===== config.mk =====
export PLATFORM = sky130hd
export DESIGN_NAME = rpm_pwm_drv
export DESIGN_NICKNAME = d
export VERILOG_FILES = /design/src/rtl/drone_pkg.sv /design/src/rtl/rpm_slew_limiter.sv /design/src/rtl/rpm_pwm_drv.sv
export SDC_FILE = /design/constraint.sdc
export NUM_CORES = 1
export LEC_CHECK = 0
export ABC_AREA = 1
export CAP_MARGIN = 20
export CORE_ASPECT_RATIO = 1.5
export CORE_MARGIN = 2
export CORE_UTILIZATION = 45
export DETAILED_ROUTE_END_ITERATION = 16
export HOLD_SLACK_MARGIN = 0.12
export PLACE_DENSITY_LB_ADDON = 0.25
export SYNTH_ARGS = -nofsm -noshare
export SYNTH_HDL_FRONTEND = slang
export SYNTH_SLANG_ARGS = --single-unit

===== constraint.sdc =====
create_clock -name clk -period 11.8 [get_ports clk]
set_clock_uncertainty 0.05 [all_clocks]
set_input_delay 1.77 -clock clk [delete_from_list [all_inputs] [get_ports clk]]
set_output_delay 1.77 -clock clk [all_outputs]
set_load 0.05 [all_outputs]

===== src/rtl/drone_pkg.sv =====
// Shared types for the motor drive path.
package drone_pkg;

   localparam int RPM_W = 16;

   typedef logic signed [RPM_W-1:0] rpm_t;

   typedef enum logic [1:0] {
      DISARMED = 2'd0,
      ARMING   = 2'd1,
      RUN      = 2'd2
   } motor_state_e;

endpackage


===== src/rtl/rpm_slew_limiter.sv =====
// Clamps a signed setpoint to 0..RPM_MAX and moves the
// current command at most SLEW_STEP towards it.
module rpm_slew_limiter
   import drone_pkg::*;
#(
   parameter int RPM_MAX   = 30000,
   parameter int SLEW_STEP = 256
) (
   input  logic signed [RPM_W-1:0] target,
   input  logic [RPM_W-1:0]        current,
   output logic [RPM_W-1:0]        next
);

   localparam logic [RPM_W-1:0] MAXV = RPM_W'(RPM_MAX);
   localparam logic [RPM_W-1:0] STEP = RPM_W'(SLEW_STEP);

   logic [RPM_W-1:0] tgt;
   logic [RPM_W-1:0] diff;

   always_comb begin
      tgt = $unsigned(target);
      if (target[RPM_W-1]) begin
         tgt = '0;
      end else if ($unsigned(target) > MAXV) begin
         tgt = MAXV;
      end
   end

   always_comb begin
      next = current;
      diff = '0;
      if (tgt > current) begin
         diff = tgt - current;
         next = (diff > STEP) ? current + STEP : tgt;
      end else if (tgt < current) begin
         diff = current - tgt;
         next = (diff > STEP) ? current - STEP : tgt;
      end
   end

endmodule


===== src/rtl/rpm_pwm_drv.sv =====
// ESC-style PWM driver: arming FSM, per-period setpoint
// sampling with slew limit, and flop-decoded PWM output.
module rpm_pwm_drv
   import drone_pkg::*;
#(
   parameter int CNT_W       = 10,
   parameter int RPM_MAX     = 30000,
   parameter int SLEW_STEP   = 256,
   parameter int ARM_PERIODS = 4
) (
   input  logic                    clk,
   input  logic                    resetn,
   input  logic                    arm,
   input  logic signed [RPM_W-1:0] rpm_set,
   output logic                    pwm_out,
   output logic [RPM_W-1:0]        rpm_cmd,
   output logic [CNT_W-1:0]        duty,
   output logic                    period_tick,
   output logic [1:0]              state
);

   localparam int AW = (ARM_PERIODS > 1) ? $clog2(ARM_PERIODS) : 1;
   localparam int SHIFT = 15 - CNT_W;
   localparam logic [CNT_W-1:0] CNT_MAX = '1;
   localparam logic [AW-1:0] ARM_LAST = AW'(ARM_PERIODS - 1);

   motor_state_e     state_q, state_d;
   logic [CNT_W-1:0] cnt_q, cnt_d;
   logic [CNT_W-1:0] duty_q, duty_d;
   logic [RPM_W-1:0] rpm_cmd_q, rpm_cmd_d;
   logic [AW-1:0]    arm_cnt_q, arm_cnt_d;
   logic [RPM_W-1:0] slew_next;
   logic             tick;

   rpm_slew_limiter #(
      .RPM_MAX   (RPM_MAX),
      .SLEW_STEP (SLEW_STEP)
   ) u_slew (
      .target  (rpm_set),
      .current (rpm_cmd_q),
      .next    (slew_next)
   );

   assign tick = (state_q != DISARMED) && (cnt_q == CNT_MAX);

   always_comb begin
      state_d   = state_q;
      cnt_d     = cnt_q;
      duty_d    = duty_q;
      rpm_cmd_d = rpm_cmd_q;
      arm_cnt_d = arm_cnt_q;
      if (!arm) begin
         state_d   = DISARMED;
         cnt_d     = '0;
         duty_d    = '0;
         rpm_cmd_d = '0;
         arm_cnt_d = '0;
      end else begin
         unique case (state_q)
            DISARMED: begin
               state_d = ARMING;
               cnt_d   = '0;
            end
            ARMING: begin
               cnt_d     = cnt_q + 1'b1;
               duty_d    = '0;
               rpm_cmd_d = '0;
               if (tick) begin
                  if (arm_cnt_q == ARM_LAST) begin
                     state_d   = RUN;
                     arm_cnt_d = '0;
                  end else begin
                     arm_cnt_d = arm_cnt_q + 1'b1;
                  end
               end
            end
            RUN: begin
               cnt_d = cnt_q + 1'b1;
               // duty only moves on the wrap so a period is never cut
               if (tick) begin
                  rpm_cmd_d = slew_next;
                  duty_d    = CNT_W'(slew_next >> SHIFT);
               end
            end
            default: begin
               state_d   = DISARMED;
               cnt_d     = '0;
               duty_d    = '0;
               rpm_cmd_d = '0;
               arm_cnt_d = '0;
            end
         endcase
      end
   end

   always_ff @(posedge clk) begin
      if (!resetn) begin
         state_q   <= DISARMED;
         cnt_q     <= '0;
         duty_q    <= '0;
         rpm_cmd_q <= '0;
         arm_cnt_q <= '0;
      end else begin
         state_q   <= state_d;
         cnt_q     <= cnt_d;
         duty_q    <= duty_d;
         rpm_cmd_q <= rpm_cmd_d;
         arm_cnt_q <= arm_cnt_d;
      end
   end

   assign pwm_out     = (state_q == RUN) && (cnt_q < duty_q);
   assign rpm_cmd     = rpm_cmd_q;
   assign duty        = duty_q;
   assign period_tick = tick;
   assign state       = state_q;

endmodule

======== Yosys cells after proc, flatten, opt, wreduce, memory -nomap -nowiden ========
Index checks and enable logic that the tools add are counted.
word-level totals
  bits in registers ....................... 40
  latch bits .............................. 0
  RAM bits ................................ 0
  bits in read-only memories .............. 0
  input bits .............................. 19
  logic and storage cells ................. 57
  memories kept ........................... 0
operators by class
  add/sub/neg operators ................... 6
  multiply operators ...................... 0
  div/mod/pow operators ................... 0
  order comparisons ....................... 6
  eq/ne operators ......................... 8
  shift operators ......................... 0
  mux-type cells .......................... 16
  bitwise gates (word level) .............. 3
  reductions and logical operators ........ 12
operators with widths
  cell                     count
  $mux W16                 6
  $gt A16 B9 Y1 const B    2
  $pmux W16 S2             1
  $sub A16 B16 Y16         2
  $pmux W10 S2             1
  $add A16 B9 Y16 const B  1
  $gt A16 B15 Y1 const B   1
  $gt A16 B16 Y1           1
  $lt A16 B16 Y1           1
  $sub A16 B9 Y16 const B  1
  $mux W15                 1
  $add A10 B1 Y10 const B  1
  $eq A10 B10 Y1 const B   1
  $lt A10 B10 Y1           1
  $mux W10                 1
  $reduce_and A3 Y1        3
  $mux W2                  4
  $ne A2 B2 Y1 const B     3
  $pmux W2 S3              1
  $reduce_and A2 Y1        3
  $eq A2 B2 Y1 const B     2
  $pmux W2 S2              1
  $reduce_or A2 Y1         2
  $ne A3 B1 Y1 const B     1
  other kinds (6)          9

======== Longest topological paths before layout ========
  depth in word-level cells ............... 10
  gate-level depth with buffers ........... 30
  gate-level depth less buffers ........... 29

======== Modules after synthesis ========
Synthesis repeated with hierarchy kept, for this count alone.
second synthesis, totals
  cell total of the unflattened synthesis .. 827
  area total of the unflattened synthesis .. 4647.0 um2
by module, submodules not included
  module            times used  cells each  area each (um2)  seq. area each (um2)
  rpm_slew_limiter  1           615         3046.7           0.0
  rpm_pwm_drv       1           212         1600.3           600.6

======== Worst setup path before layout ========
OpenSTA, ideal clock, no wires.
  kind .................................... reg2out
  start ................................... register duty_q[1] (netlist: duty[1])
  end ..................................... output pwm_out
  arrival time ............................ 3.414 ns
  path slack .............................. 6.566 ns
  cell stages (with the launch flop) ...... 12
  buffers on the path ..................... 0
  path through ............................ dfxtp_1 > inv_1 > ha_1 > o21a_1 > o21a_1 > o21a_1 > o21a_1 > o21a_1 > o21a_1 > o21ai_0 > nand2_1 > a311oi_1
on the way
  cells in the longest elaborated chain, start to end .. 2
ends and longest elaborated chain
  element                   line                text
  start: declaration        rpm_pwm_drv.sv:29   logic [CNT_W-1:0] duty_q, duty_d;
  start signal: assignment  rpm_pwm_drv.sv:106  duty_q <= duty_d;
  $lt A10 B10 Y1            rpm_pwm_drv.sv:112  assign pwm_out = (state_q == RUN) && (cnt_q < duty_q);
  $logic_and A1 B1 Y1       rpm_pwm_drv.sv:112
  end: declaration          rpm_pwm_drv.sv:15   output logic pwm_out,
No other way between the ends.

======== Worst setup path in the final report ========
  start ................................... input rpm_set[15]
  end ..................................... register duty_q[2] (netlist: duty[2])
on the way
  cells in the longest elaborated chain, start to end .. 10
  elaborated cells on any way between the ends .. 15
  those cells by class .................... add/sub (2); order compare (5); mux (8)
ends and longest elaborated chain
  element             line                    text
  start: declaration  rpm_pwm_drv.sv:14       input logic signed [RPM_W-1:0] rpm_set,
  $gt A16 B15 Y1      rpm_slew_limiter.sv:24  end else if ($unsigned(target) > MAXV) begin
  $mux W15            rpm_slew_limiter.sv:24
  $mux W16 *          rpm_slew_limiter.sv:22  if (target[RPM_W-1]) begin
  $sub A16 B16 Y16    rpm_slew_limiter.sv:36  diff = current - tgt;
  $gt A16 B9 Y1       rpm_slew_limiter.sv:37  next = (diff > STEP) ? current - STEP : tgt;
  $mux W16            rpm_slew_limiter.sv:37
  $mux W16            rpm_slew_limiter.sv:35  end else if (tgt < current) begin
  $mux W16 *          rpm_slew_limiter.sv:32  if (tgt > current) begin
  $mux W10 *          rpm_pwm_drv.sv:80       if (tick) begin
  $pmux W10 S2 *      rpm_pwm_drv.sv:59       unique case (state_q)
Mark *: on every way between the ends. The rest lies on a longest branch, timed or not. The select of a mux whose other input is x is not followed.
A chain may end at the register's enable or synchronous reset.

==> reports/summary.txt <==
Setup-failing EPs final: 0
root buf cell: clkbuf_16
vias per inst: 5.37
largest net degree at the start of global routing: 18
Reg-to-Reg Start: rpm_cmd[1]
CTS sink cnt: 30
syn nets: 702
Die W: 80.9 µm
hold crit path type: flop to flop
FMAX: 0.167 GHz
Worst-path clk slew: 50 ps
Area contributors post-synth: dfxtp_1 15%, nand2_1 14%, ha_1 13%
GRT Total Usage: 26.4%
final wirelength: 12100 µm
Rows: 42
Synth area leader: dfxtp_1
CP Capture Type: flop
vias in the first global route: 4186
share of cells above drive strength 1: 7.74%
I/O pin total: 49
register area share after synthesis: 15.0%
first-pass GRT wire length: 19600 µm
Worst-Skew Late Latency: 280 ps
Syn Inst Count: 639
Max-Cap Viols: 0
status: finished clean
Num CTS Buffers: 5
# Post-CTS Setup Buffers: 0
Setup crit start kind: input pin
post-synth cell types: 42
Final period util: 50.8%
global route overflow: 0
number of synthesized flops with an enable pin: 0
Die Footprint: 9650 µm²
Yosys top cell area share: 15.0%
asr flop ratio synth: 0%
RR Endpoint: duty[2]
hold path depth: 1
DRC: 0
VDD IR max: 0.0936 mV
CTS Hold Bufs: 0
ys flop type: dfxtp_1
cells on worst reg2reg path: 18
initial core utilization: 45.8%
Worst Hold End: cnt_q[0]
n_diodes: 0
crit path from: rpm_set[15]
number of I/O port buffers: 48
Tmin final: 6000 ps
WP data arrival: 6170 ps
clock tree from TritonCTS: yes
most frequent cell after synthesis: nand2_1
# nets final: 736
average wire per standard cell: 15.4 µm
fin. max-slew vios: 0
static leakage: 2.25 nW
Critical Path RT: 11970 ps
crit path max fanout: 15
Area growth syn-to-layout: 15.6%
Hold Crit Start: cnt_q[0]
DR vias: 4203
count of state elements after synthesis: 30
Max transition margin: 61.2%
synthesized area: 3990 µm²
Max clock buf depth: 2
Starting DRT DRC Count: 258
YS warnings: 0
GP Congestion: 0.988
DRT Pass-1 Iters: 5
initial antenna violation count: 0
Mapped Avg Cell Area: 6.25 µm²
pwr dens: 93.4 nW/µm²
H-tree lvl count: 2
remaining antenna violation count: 0
RSZ-0062 raised after global routing: false
post-CTS sizing: 0
Commonest cells post-synth: 151 x nand2_1, 93 x inv_1, 62 x nor2_1
Util after Layout: 52.9%
Die Ht: 119 µm
worst slew pin tran: 582 ps
FF-to-FF setup slack: 8250 ps
smallest hold slack: 424 ps
core area: 8720 µm²
DP Wirelength: 10100 µm
setup total negative slack: 0 ps
Final Hold Vio Count: 0
CP Class: input pin to flop
## layer usage
layer  wire length (µm)  GRT usage [%]  vias up
met1               4470           27.1     1894
met2               6500           49.2      144
met5                  0              0        -
met4                611           15.0        0
met3                483           3.41       43
li1                   -              -     2122
## power breakdown
group	internal (mW)	switching [mW]
combinational	0.0662	0.129
clock	0.0814	0.0454
sequential	0.105	0.00458
## kinds of logic after synthesis
logic type | share of synthesized area [%]
simple gates | 36.4
buf+inv | 12.8
compound gates | 16.7
fa+ha+maj | 14.0
flops | 15.0
xor+xnor | 5.02
## how the worst max path moves through the flow
stage / end / slack [ps] / depth (start not counted)
2_1_floorplan: pwm_out / 6570 / 11
3_3_place_gp: duty[2] / 5650 / 27
3_5_place_dp: duty[2] / 5600 / 27
4_1_cts: duty[2] / 5850 / 27
5_1_grt: duty[2] / 5380 / 26
6_report: duty[2] / 5800 / 27
## through the flow
step / area (µm²) / total power, mW / cells / worst slack, ps
3_5_place_dp: 4480 / 0.304 / 776 / 5600
6_report: 4620 / 0.431 / 782 / 5800
2_1_floorplan: 3990 / 0.255 / 639 / 6570
5_1_grt: 4620 / 0.456 / 782 / 5380
4_1_cts: 4620 / 0.432 / 782 / 5850
3_3_place_gp: 4480 / 0.303 / 776 / 5650
## sequential cells by signal (all words and copies together), names as in the netlist
register   count
state          2
arm_cnt_q      2
rpm_cmd        6
cnt_q         10
duty          10
## worst max-delay path: stages
cell             delay, ps
clkdlybuf4s50_1        460
inv_2                  160
nand2_4                 90
nor2_4                 110
and2_4                 160
nand2_4                 50
nand2_4                110
inv_4                   60
o21ai_0                400
inv_1                  150
ha_1                   420
nand2_1                190
nor2_1                 200
inv_1                   50
nor3_1                 180
nand2_1                 90
o2111ai_1              110
xor2_1                 110
nor2_1                 100
nand4_1                190
nor2_4                 370
nand2_1                170
o21ai_2                180
inv_2                   40
nor2_1                  90
nor2_1                  40
nor2_1                 100
## final cells by class
cell class                      count  area (µm²)
Fill cell                         925        4110
Multi-Input combinational cell    488        2880
Sequential cell                    30         601
Timing Repair Buffer               48         480
Inverter                          100         379
Clock buffer                        6         139
Tap cell                          110         138
## cell usage in the layout (no fill, tap or decap), types with 2 or more instances in the layout
master / n
a21o_1: 3
a21oi_1: 47
a31oi_1: 4
clkbuf_16: 5
clkdlybuf4s50_1: 48
dfxtp_1: 30
ha_1: 43
inv_1: 93
inv_2: 5
nand2_1: 151
nand2_2: 12
nand2_4: 6
nand3_1: 30
nand3_2: 5
nand4_1: 12
nor2_1: 62
nor2_4: 8
nor3_1: 12
nor3b_1: 6
nor4_1: 2
o211ai_1: 9
o21a_1: 7
o21ai_0: 33
o21bai_1: 2
or2_2: 2
xnor2_1: 2
xor2_1: 19
No activity file was read; power rests on OpenSTA's default activity.
